File: src/rtl/posit_quire_accum_ctrl_if.sv
// Handshake bundle between the quire accumulation sequencer and its job source,
// element stream and result consumer.
interface posit_quire_accum_ctrl_if #(
  parameter int LEN_BITS          = 16,
  parameter int ADJUST_SCALE_SIZE = 8
) ();
  logic                         startValid;
  logic                         startReady;
  logic [LEN_BITS-1:0]          startLen;
  logic [ADJUST_SCALE_SIZE-1:0] startAdjust;
  logic                         inValid;
  logic                         inReady;
  logic                         quireClear;
  logic                         quireAddValid;
  logic [ADJUST_SCALE_SIZE-1:0] adjustScale;
  logic                         resultValid;
  logic                         resultReady;
  logic                         busy;
  logic [LEN_BITS-1:0]          count;

  modport master (
    output startValid, startLen, startAdjust, inValid, resultReady,
    input  startReady, inReady, quireClear, quireAddValid, adjustScale,
           resultValid, busy, count
  );

  modport slave (
    input  startValid, startLen, startAdjust, inValid, resultReady,
    output startReady, inReady, quireClear, quireAddValid, adjustScale,
           resultValid, busy, count
  );
endinterface

File: src/rtl/posit_quire_accum_ctrl.sv
// Job sequencer for a shared posit-to-quire convert/add datapath: clear, stream
// N elements, wait out the adder pipeline, then hand the quire to the consumer.
module posit_quire_accum_ctrl #(
  parameter int LEN_BITS          = 16,
  parameter int ADD_LATENCY       = 3,
  parameter int ADJUST_SCALE_SIZE = 8
) (
  input  logic                   clock,
  input  logic                   resetn,
  posit_quire_accum_ctrl_if.slave bus
);

  localparam int DRAIN_BITS = (ADD_LATENCY < 2) ? 1 : $clog2(ADD_LATENCY + 1);

  typedef enum logic [2:0] {IDLE, CLEAR, ACCUM, DRAIN, RESULT} state_t;

  state_t                       state, state_next;
  logic [LEN_BITS-1:0]          len;
  logic [LEN_BITS-1:0]          count_q;
  logic [DRAIN_BITS-1:0]        drain_cnt;
  logic [ADJUST_SCALE_SIZE-1:0] adjust_q;
  logic                         add_fire;
  logic                         last_elem;
  logic                         start_fire;

  assign start_fire = (state == IDLE) && bus.startValid;
  assign add_fire   = (state == ACCUM) && bus.inValid;
  assign last_elem  = (count_q == len - 1'b1);

  always_comb begin
    state_next      = state;
    bus.startReady  = 1'b0;
    bus.inReady     = 1'b0;
    bus.quireClear  = 1'b0;
    bus.resultValid = 1'b0;
    unique case (state)
      IDLE: begin
        bus.startReady = 1'b1;
        if (bus.startValid) state_next = CLEAR;
      end
      CLEAR: begin
        bus.quireClear = 1'b1;
        state_next     = (len != '0) ? ACCUM : RESULT;
      end
      ACCUM: begin
        bus.inReady = 1'b1;
        if (add_fire && last_elem) state_next = (ADD_LATENCY == 0) ? RESULT : DRAIN;
      end
      DRAIN: begin
        // Leaving on the count of 1 keeps DRAIN exactly ADD_LATENCY cycles long.
        if (drain_cnt == DRAIN_BITS'(1)) state_next = RESULT;
      end
      RESULT: begin
        bus.resultValid = 1'b1;
        if (bus.resultReady) state_next = IDLE;
      end
      default: state_next = IDLE;
    endcase
  end

  always_ff @(posedge clock) begin
    if (!resetn) begin
      state     <= IDLE;
      len       <= '0;
      count_q   <= '0;
      drain_cnt <= '0;
      adjust_q  <= '0;
    end else begin
      state <= state_next;
      if (start_fire) begin
        len      <= bus.startLen;
        adjust_q <= bus.startAdjust;
        count_q  <= '0;
      end
      if (add_fire) count_q <= count_q + 1'b1;
      if (add_fire && last_elem) drain_cnt <= DRAIN_BITS'(ADD_LATENCY);
      else if (state == DRAIN)   drain_cnt <= drain_cnt - 1'b1;
    end
  end

  assign bus.quireAddValid = add_fire;
  assign bus.adjustScale   = adjust_q;
  assign bus.count         = count_q;
  assign bus.busy          = (state != IDLE);

endmodule

File: src/flat_wrapper.sv
// flat-port wrapper written by rule: the top's interface ports become plain ports
module posit_quire_accum_ctrl_flat 
#(
  parameter int LEN_BITS          = 16,
  parameter int ADD_LATENCY       = 3,
  parameter int ADJUST_SCALE_SIZE = 8
)
  (clock, resetn, bus_startValid, bus_startLen, bus_startAdjust, bus_inValid, bus_resultReady, bus_startReady, bus_inReady, bus_quireClear, bus_quireAddValid, bus_adjustScale, bus_resultValid, bus_busy, bus_count);
  posit_quire_accum_ctrl_if #(.LEN_BITS(LEN_BITS), .ADJUST_SCALE_SIZE(ADJUST_SCALE_SIZE)) bus_i ();
  input  logic clock;
  input  logic resetn;
  input wire logic [$bits(bus_i.startValid)-1:0] bus_startValid;
  input wire logic [$bits(bus_i.startLen)-1:0] bus_startLen;
  input wire logic [$bits(bus_i.startAdjust)-1:0] bus_startAdjust;
  input wire logic [$bits(bus_i.inValid)-1:0] bus_inValid;
  input wire logic [$bits(bus_i.resultReady)-1:0] bus_resultReady;
  output wire logic [$bits(bus_i.startReady)-1:0] bus_startReady;
  output wire logic [$bits(bus_i.inReady)-1:0] bus_inReady;
  output wire logic [$bits(bus_i.quireClear)-1:0] bus_quireClear;
  output wire logic [$bits(bus_i.quireAddValid)-1:0] bus_quireAddValid;
  output wire logic [$bits(bus_i.adjustScale)-1:0] bus_adjustScale;
  output wire logic [$bits(bus_i.resultValid)-1:0] bus_resultValid;
  output wire logic [$bits(bus_i.busy)-1:0] bus_busy;
  output wire logic [$bits(bus_i.count)-1:0] bus_count;
  assign bus_i.startValid = bus_startValid;
  assign bus_i.startLen = bus_startLen;
  assign bus_i.startAdjust = bus_startAdjust;
  assign bus_i.inValid = bus_inValid;
  assign bus_i.resultReady = bus_resultReady;
  assign bus_startReady = bus_i.startReady;
  assign bus_inReady = bus_i.inReady;
  assign bus_quireClear = bus_i.quireClear;
  assign bus_quireAddValid = bus_i.quireAddValid;
  assign bus_adjustScale = bus_i.adjustScale;
  assign bus_resultValid = bus_i.resultValid;
  assign bus_busy = bus_i.busy;
  assign bus_count = bus_i.count;
  posit_quire_accum_ctrl #(.LEN_BITS(LEN_BITS), .ADD_LATENCY(ADD_LATENCY), .ADJUST_SCALE_SIZE(ADJUST_SCALE_SIZE)) u_core (.clock(clock), .resetn(resetn), .bus(bus_i));
endmodule
File: config.mk
export PLATFORM = sky130hd
export DESIGN_NAME = posit_quire_accum_ctrl_flat
export DESIGN_NICKNAME = d
export VERILOG_FILES = /design/src/rtl/posit_quire_accum_ctrl_if.sv /design/src/rtl/posit_quire_accum_ctrl.sv /design/src/flat_wrapper.sv
export SDC_FILE = /design/constraint.sdc
export NUM_CORES = 1
export LEC_CHECK = 0
export BUFFER_PORTS_ARGS = -buffer_cell sky130_fd_sc_hd__buf_2
export CAP_MARGIN = 10
export CORE_AREA = 10 10 92 126
export DETAILED_ROUTE_END_ITERATION = 10
export DIE_AREA = 0 0 102 136
export MAX_ROUTING_LAYER = met4
export PLACE_DENSITY = 0.57
export RECOVER_POWER = 100
export SYNTH_ARGS = -nofsm -noshare
export SYNTH_HDL_FRONTEND = slang
export SYNTH_SLANG_ARGS = --single-unit
File: constraint.sdc
create_clock -name clock -period 2.5 [get_ports clock]
set_clock_uncertainty 0.05 [all_clocks]
set_input_delay 0 -clock clock [delete_from_list [all_inputs] [get_ports clock]]
set_output_delay 0 -clock clock [all_outputs]
set_load 0.05 [all_outputs]
==> impl_metrics.tcl, run 1 <==
set metrics [dict create \
    tritoncts "done" \
    combPwrFrac_pct 26.0 \
    place_congestion 0.758 \
    grt_pass1_vias 2490 \
    r2r_setup_slack_ns 0.36 \
    synth_top_area_share_pct 35.7 \
    path_clk_slew_ns 0.06 \
    leakage_nw 1.26 \
    ys_types 49 \
    async_reset_ff_share_pct 0 \
    place_hpwl_mm 5.34 \
    drt_wl_total_mm 7.32 \
    route.vias.total 2465 \
    holdCritStartpoint "bus_resultReady" \
    start_util_pct 27.0 \
    p_per_area_nw_per_um2 611 \
    clk_latency_ns 0.28 \
    drive_gt1_share_pct 11.9 \
    firstDrtPassIters 4 \
    cts_sinks 45 \
    dieArea_sq_um 13900 \
    min_path_cells 3 \
    seqPwrFrac_pct 40.9 \
    routed_via_density 4.87 \
    yosys-top-cells-area "dfxtp_1, nand2_1, a21boi_0, xnor2_1, nor2_1" \
    slew_headroom_pct 52.7 \
    grt-busiest-layer "met2" \
    root_buffer "clkbuf_16" \
    worstSetupPathType "reg -> reg" \
    ys_seq_elements 45 \
    syn_area_sq_um 2520 \
    syn2layout_area_growth_pct 28.3 \
    ff2ff_path_depth 6 \
    clock_path_buffers 2 \
    num-fill-cells 1013 \
    n_antenna_cell 0 \
    post-place-cells 475 \
    drt_iter0_drc 94 \
    power_mw 1.98 \
    final_core_util_pct 34.6 \
    critPathCaptureType "flop" \
    yosys_warnings 0 \
    synth_cells 320 \
    r2r_end "u_core.drain_cnt[1]" \
    nNetsFinal 429 \
    ir_worst_vdd_mv 0.295 \
    ant_nets 0 \
    cts_made_buffers 5 \
    hold-path-endpoint "u_core.state[2]" \
    worst_pin_slew_ns 0.709 \
    p_sw_mw 0.632 \
    hold_viol 0 \
    overflow 0 \
    setup_viol 0 \
    synth_ff_type "dfxtp_1" \
    grt_antenna_before_repair 0 \
    fin_crit_ns 2.14 \
    die_w_um 102 \
    hold_path_class "in -> reg" \
    cap_violations 0 \
    fmax_ghz 0.468 \
    cts.htree.levels 2 \
    worstPathArrival_ns 2.25 \
    period_share_pct 85.4 \
    rsz0062_at_grt "false" \
    setup_ws_ns 0.365 \
    post-synth-top-area-cell "dfxtp_1" \
    final_max_slew_viol_count 0 \
    cell_internal_pwr_mw 1.35 \
    die_y_um 136 \
    pre_cts_ws_ns 0.424 \
    p_clk_share_pct 33.1 \
    ios 59 \
    worstPathMaxFanout 8 \
    fin_cells 506 \
    swShare_pct 31.9 \
    io_buffers 58 \
    cts_resized 0 \
    outcome "complete, no violations" \
    grt.met3_usage_pct 2.13 \
    wl_per_cell_um 14.5 \
    rows 42 \
    grt_max_degree 48 \
    ys_seq_area_share_pct 35.7 \
    critPathRequiredTime_ns 2.61 \
    r2r_start "u_core.len[3]" \
    use_met2_pct 20.0 \
    core_area_sq_um 9350 \
    synth_edf_count 0 \
    syn-num-nets 353 \
    drc 0 \
    grt_pass1_wl_mm 11.8 \
    grt.total_usage_pct 10.9 \
    tns_ns 0 \
    syn_area_per_cell_sq_um 7.89 \
    grt_use_met1_pct 11.5 \
    start_kind "flop" \
]
[cells in the final DEF, fill, tap and decap left out, types with 2 or more instances in the layout]
| master | Yosys | layout |
|---|---|---|
| clkbuf_16 | 0 | 5 |
| dfxtp_1 | 45 | 45 |
| o31ai_1 | 3 | 3 |
| clkbuf_1 | 12 | 30 |
| a31oi_1 | 2 | 2 |
| ha_1 | 4 | 4 |
| nor3_1 | 4 | 4 |
| clkbuf_2 | 1 | 2 |
| dlygate4sd3_1 | 0 | 24 |
| o21ai_1 | 3 | 3 |
| buf_2 | 4 | 29 |
| o21ai_0 | 15 | 15 |
| inv_1 | 6 | 6 |
| nor2b_1 | 6 | 6 |
| nor3b_1 | 2 | 3 |
| nand2b_1 | 5 | 5 |
| a21oi_1 | 7 | 7 |
| xnor2_1 | 13 | 13 |
| nor2_1 | 21 | 21 |
| and2_0 | 0 | 9 |
| nand3_1 | 5 | 5 |
| nand3b_1 | 3 | 3 |
| xor2_1 | 6 | 6 |
| and2_1 | 11 | 2 |
| a22oi_1 | 2 | 2 |
| nand2_1 | 65 | 65 |
| and3_1 | 9 | 9 |
| o211ai_1 | 3 | 3 |
| buf_4 | 0 | 2 |
| nor4_1 | 3 | 3 |
| a21boi_0 | 27 | 27 |
| nand4_1 | 10 | 11 |
| o21a_1 | 2 | 2 |
[critical path: stages (launching register included)]
cell and delay [ns]:
dfxtp_1 0.39, nor4_4 0.47, nand4_1 0.25, and4_4 0.25, a311o_1 0.32, o22ai_2 0.20, o21ai_1 0.08
[logic make-up (layout without fill, tap and decap cells)]
| logic type | count (synthesis) | after routing | synth area share [%] |
|---|---|---|---|
| adder cells (fa/ha/maj) | 4 | 4 | 1.98 |
| XOR/XNOR | 19 | 19 | 6.59 |
| AO/OA/AOI/OAI | 72 | 72 | 19.3 |
| flip-flops | 45 | 45 | 35.7 |
| buffers and inverters | 24 | 100 | 3.82 |
| AND/OR/NAND/NOR | 154 | 154 | 31.8 |
| multiplexers | 2 | 2 | 0.842 |
[power groups by stage]
stage / Combinational [mW] / Clock [mW] / Sequential (mW)
6_report: 0.513 / 0.655 / 0.810
5_1_grt: 0.572 / 0.696 / 0.817
4_1_cts: 0.542 / 0.674 / 0.811
3_5_place_dp: 0.509 / 0 / 0.827
3_3_place_gp: 0.502 / 0 / 0.825
2_1_floorplan: 0.357 / 0 / 0.850
[worst max path at each step]
| stage | from | end | slack (ns) |
|---|---|---|---|
| final | u_core.len[3] | u_core.drain_cnt[1] | 0.36 |
| after global routing | u_core.len[3] | u_core.drain_cnt[0] | 0.18 |
| after floorplan | u_core.state[0] | u_core.bus.count[6] | 0.19 |
| after CTS | u_core.len[3] | u_core.drain_cnt[1] | 0.41 |
| after detailed placement | u_core.len[3] | u_core.drain_cnt[1] | 0.42 |
| after global placement | u_core.len[3] | u_core.state[0] | 0.46 |
[metrics by stage]
stage,hold WS (ns),cell area (sq um)
floorplan,0.0949,2540
global placement,0.201,2920
detailed placement,0.214,2920
CTS,0.000922,3310
global route,0.0144,3240
finish,0.00572,3240
[synthesized netlist by cell type, drive strengths merged (2+ instances only)]
master  instances
inv             7
buf             4
a21boi         27
a22oi           2
xor2            6
nand2b          5
ha              4
clkbuf         13
a21oi           7
nand4          11
and2           11
o31ai           3
nor3            5
and4            2
and3            9
a31oi           2
nand3           5
nor2b           6
o211ai          3
nand3b          3
nor2           21
o21ai          18
o21a            2
nand2          65
nor3b           4
nor4            4
dfxtp          45
xnor2          13
[routing by layer]
metal,share of wire [%],routed length (um),up-vias
met5,0,0,-
met4,1.6,116,0
met3,3.5,258,9
met2,52,3840,43
met1,42,3110,1155
li1,-,-,1258
[state kept, by name (all words and copies together), names as in the netlist]
register and cells:
u_core.drain_cnt 2, u_core.bus.adjustScale 8, u_core.len 16, u_core.state 3
u_core.bus.count 16
[cell type report]
| type | count | area, sq um | area share [%] |
|---|---|---|---|
| tap | 110 | 138 | 4.25 |
| inverter | 7 | 26.3 | 0.811 |
| sequential | 45 | 901 | 27.8 |
| multi-input combinational | 251 | 1510 | 46.7 |
| clock buffer | 7 | 143 | 4.40 |
| timing repair buffer | 86 | 519 | 16.0 |
[timing repair]
item | CTS | global route
endpoints found under the hold margin | 24 | 0
hold buffers | 24 | 0
setup buffers | 0 | 0
No activity file was read; power rests on OpenSTA's default activity.
==> inputs of run 2 (changes only) <==
--- a/config.mk
+++ b/config.mk
@@ -10,6 +10,7 @@
 export CORE_AREA = 10 10 92 126
 export DETAILED_ROUTE_END_ITERATION = 10
 export DIE_AREA = 0 0 102 136
+export GPL_TIMING_DRIVEN = 0
 export MAX_ROUTING_LAYER = met4
 export PLACE_DENSITY = 0.57
 export RECOVER_POWER = 100
==> impl_metrics.tcl, run 2 (same netlist as run 1, synthesis figures left out) <==
set metrics [dict create \
    worstPathArrival_ns 2.36 \
    worst_pin_slew_ns 0.692 \
    final_area_sq_um 3290 \
    period_share_pct 87.7 \
    path_clk_slew_ns 0.06 \
    register_area_sq_um 901 \
    drt_iter0_drc 105 \
    dieArea_sq_um 13900 \
    seqPwrFrac_pct 40.4 \
    grt_max_degree 14 \
    cts_resized 0 \
    p_sw_mw 0.658 \
    final_core_util_pct 35.2 \
    start_util_pct 27.0 \
    r2r_end "u_core.drain_cnt[1]" \
    routed_via_density 4.83 \
    grt_pass1_wl_mm 12.6 \
    final_cell_mix "nand2_1, clkbuf_1, dfxtp_1" \
    dpl-instance-area_sq_um 2960 \
    r2r_setup_slack_ns 0.31 \
    place_congestion 0.799 \
    hold_slack_ns 0.0785 \
    cap_violations 0 \
    clock_path_buffers 2 \
    cell_internal_pwr_mw 1.33 \
    start_kind "flop" \
    combPwrFrac_pct 27.1 \
    cts_sinks 45 \
    drt_wl_total_mm 7.55 \
    swShare_pct 33.2 \
    firstDrtPassIters 4 \
    slew_headroom_pct 54.0 \
    fin_crit_ns 2.19 \
    route.vias.total 2515 \
    grt_antenna_before_repair 0 \
    final_common_cell "nand2_1" \
    rows 42 \
    p_per_area_nw_per_um2 603 \
    nNetsFinal 443 \
    drive_gt1_share_pct 10.9 \
    syn2layout_area_growth_pct 30.4 \
    setup_ws_ns 0.308 \
    pre_cts_ws_ns 0.345 \
    endpoint "u_core.drain_cnt[1]" \
    cts_made_buffers 5 \
    drc 0 \
    critPathCaptureType "flop" \
    fmax_ghz 0.456 \
    multi_input_area_sq_um 1520 \
    root_buffer "clkbuf_16" \
    max_stage_delay_ns 0.48 \
    p_clk_share_pct 32.5 \
    die_y_um 136 \
    leakage_nw 1.27 \
    startpoint "u_core.state[1]" \
    num-fill-cells 1035 \
    overflow 0 \
    ant_nets 0 \
    cts.htree.levels 2 \
    place_hpwl_mm 5.71 \
    worstPathMaxFanout 10 \
    wl_per_cell_um 14.5 \
    critPathRequiredTime_ns 2.67 \
    final_max_slew_viol_count 0 \
    core_area_sq_um 9350 \
    grt.total_usage_pct 11.7 \
    worstSetupPathType "reg -> reg" \
    r2r_start "u_core.state[1]" \
    hold_path_class "in -> reg" \
    clk_latency_ns 0.29 \
    tns_ns 0 \
    ff2ff_path_depth 8 \
    ios 59 \
    die_w_um 102 \
    io_buffers 58 \
    outcome "complete, no violations" \
    tritoncts "done" \
    rsz0062_at_grt "false" \
    hold_viol 0 \
    cp_slowest_cell "dfxtp_1" \
    crit_chain "nor3b_1 > nand2_1 > inv_1 > buf_2 > nand4_1 > nor4_1 > nand4_1 > o21ai_0" \
    grt_pass1_vias 2545 \
    path_common_cell "nand4_1" \
    n_antenna_cell 0 \
    setup_viol 0 \
    ir_worst_vdd_mv 0.334 \
]
## run 2: cell count changes in the layout (fill, tap and decap cells not counted), sizes merged
cell / before / now
dlygate4sd3: 24 / 25
clkinv: 0 / 2
buf: 31 / 30
clkbuf: 38 / 51
## run 2: worst min-delay path by stage
stage	slack [ns]	end	cells past startpoint	from
2_1_floorplan	0.09	u_core.bus.adjustScale[2]	2	bus_startAdjust[2]
3_3_place_gp	0.20	u_core.bus.adjustScale[5]	3	bus_startAdjust[5]
3_5_place_dp	0.21	u_core.len[15]	3	bus_startLen[15]
4_1_cts	0.08	u_core.state[0]	4	bus_startValid
5_1_grt	0.13	u_core.state[0]	4	bus_startValid
6_report	0.08	u_core.state[0]	4	bus_startValid
## run 2: cell type report
cell class                 count  area share [%]
buffer                        17            2.05
clock buffer                   6            3.91
clock inverter                 2           0.304
inverter                       7           0.798
multi-input combinational    251            46.1
sequential                    45            27.4
tap                          110            4.18
timing repair buffer          83            15.3
## run 2: power by group through the flow
stage	clock (mW)	sequential, mW	combinational (mW)
4_1_cts	0.662	0.803	0.559
6_report	0.645	0.801	0.539
3_5_place_dp	0	0.819	0.526
5_1_grt	0.690	0.808	0.602
3_3_place_gp	0	0.817	0.520
2_1_floorplan	0	0.850	0.357
## run 2: worst max-delay path: cells and delay by family (launching register included)
| kind | cells | cell delay, ns |
|---|---|---|
| compound gates | 1 | 0.19 |
| buf+inv | 2 | 0.34 |
| flops | 1 | 0.48 |
| simple gates | 5 | 1.05 |
## run 2: layer usage
layer  vias to the layer above  global-route usage, %  wire, um
met5                         -                      -         0
met3                        10                   2.03       228
met2                        49                   19.7      3840
met4                         0                   4.09       121
li1                       1289                      -         -
met1                      1167                   13.5      3350
## run 2: through the flow
step           power, mW  instances
5_1_grt             2.10        521
3_3_place_gp        1.34        488
4_1_cts             2.02        521
2_1_floorplan       1.21        320
6_report            1.99        521
3_5_place_dp        1.35        488
## run 2: repair_timing
| action | CTS | global route |
|---|---|---|
| hold buffers | 25 | 0 |
| setup buffers | 0 | 0 |
| endpoints found under the hold margin | 25 | 0 |
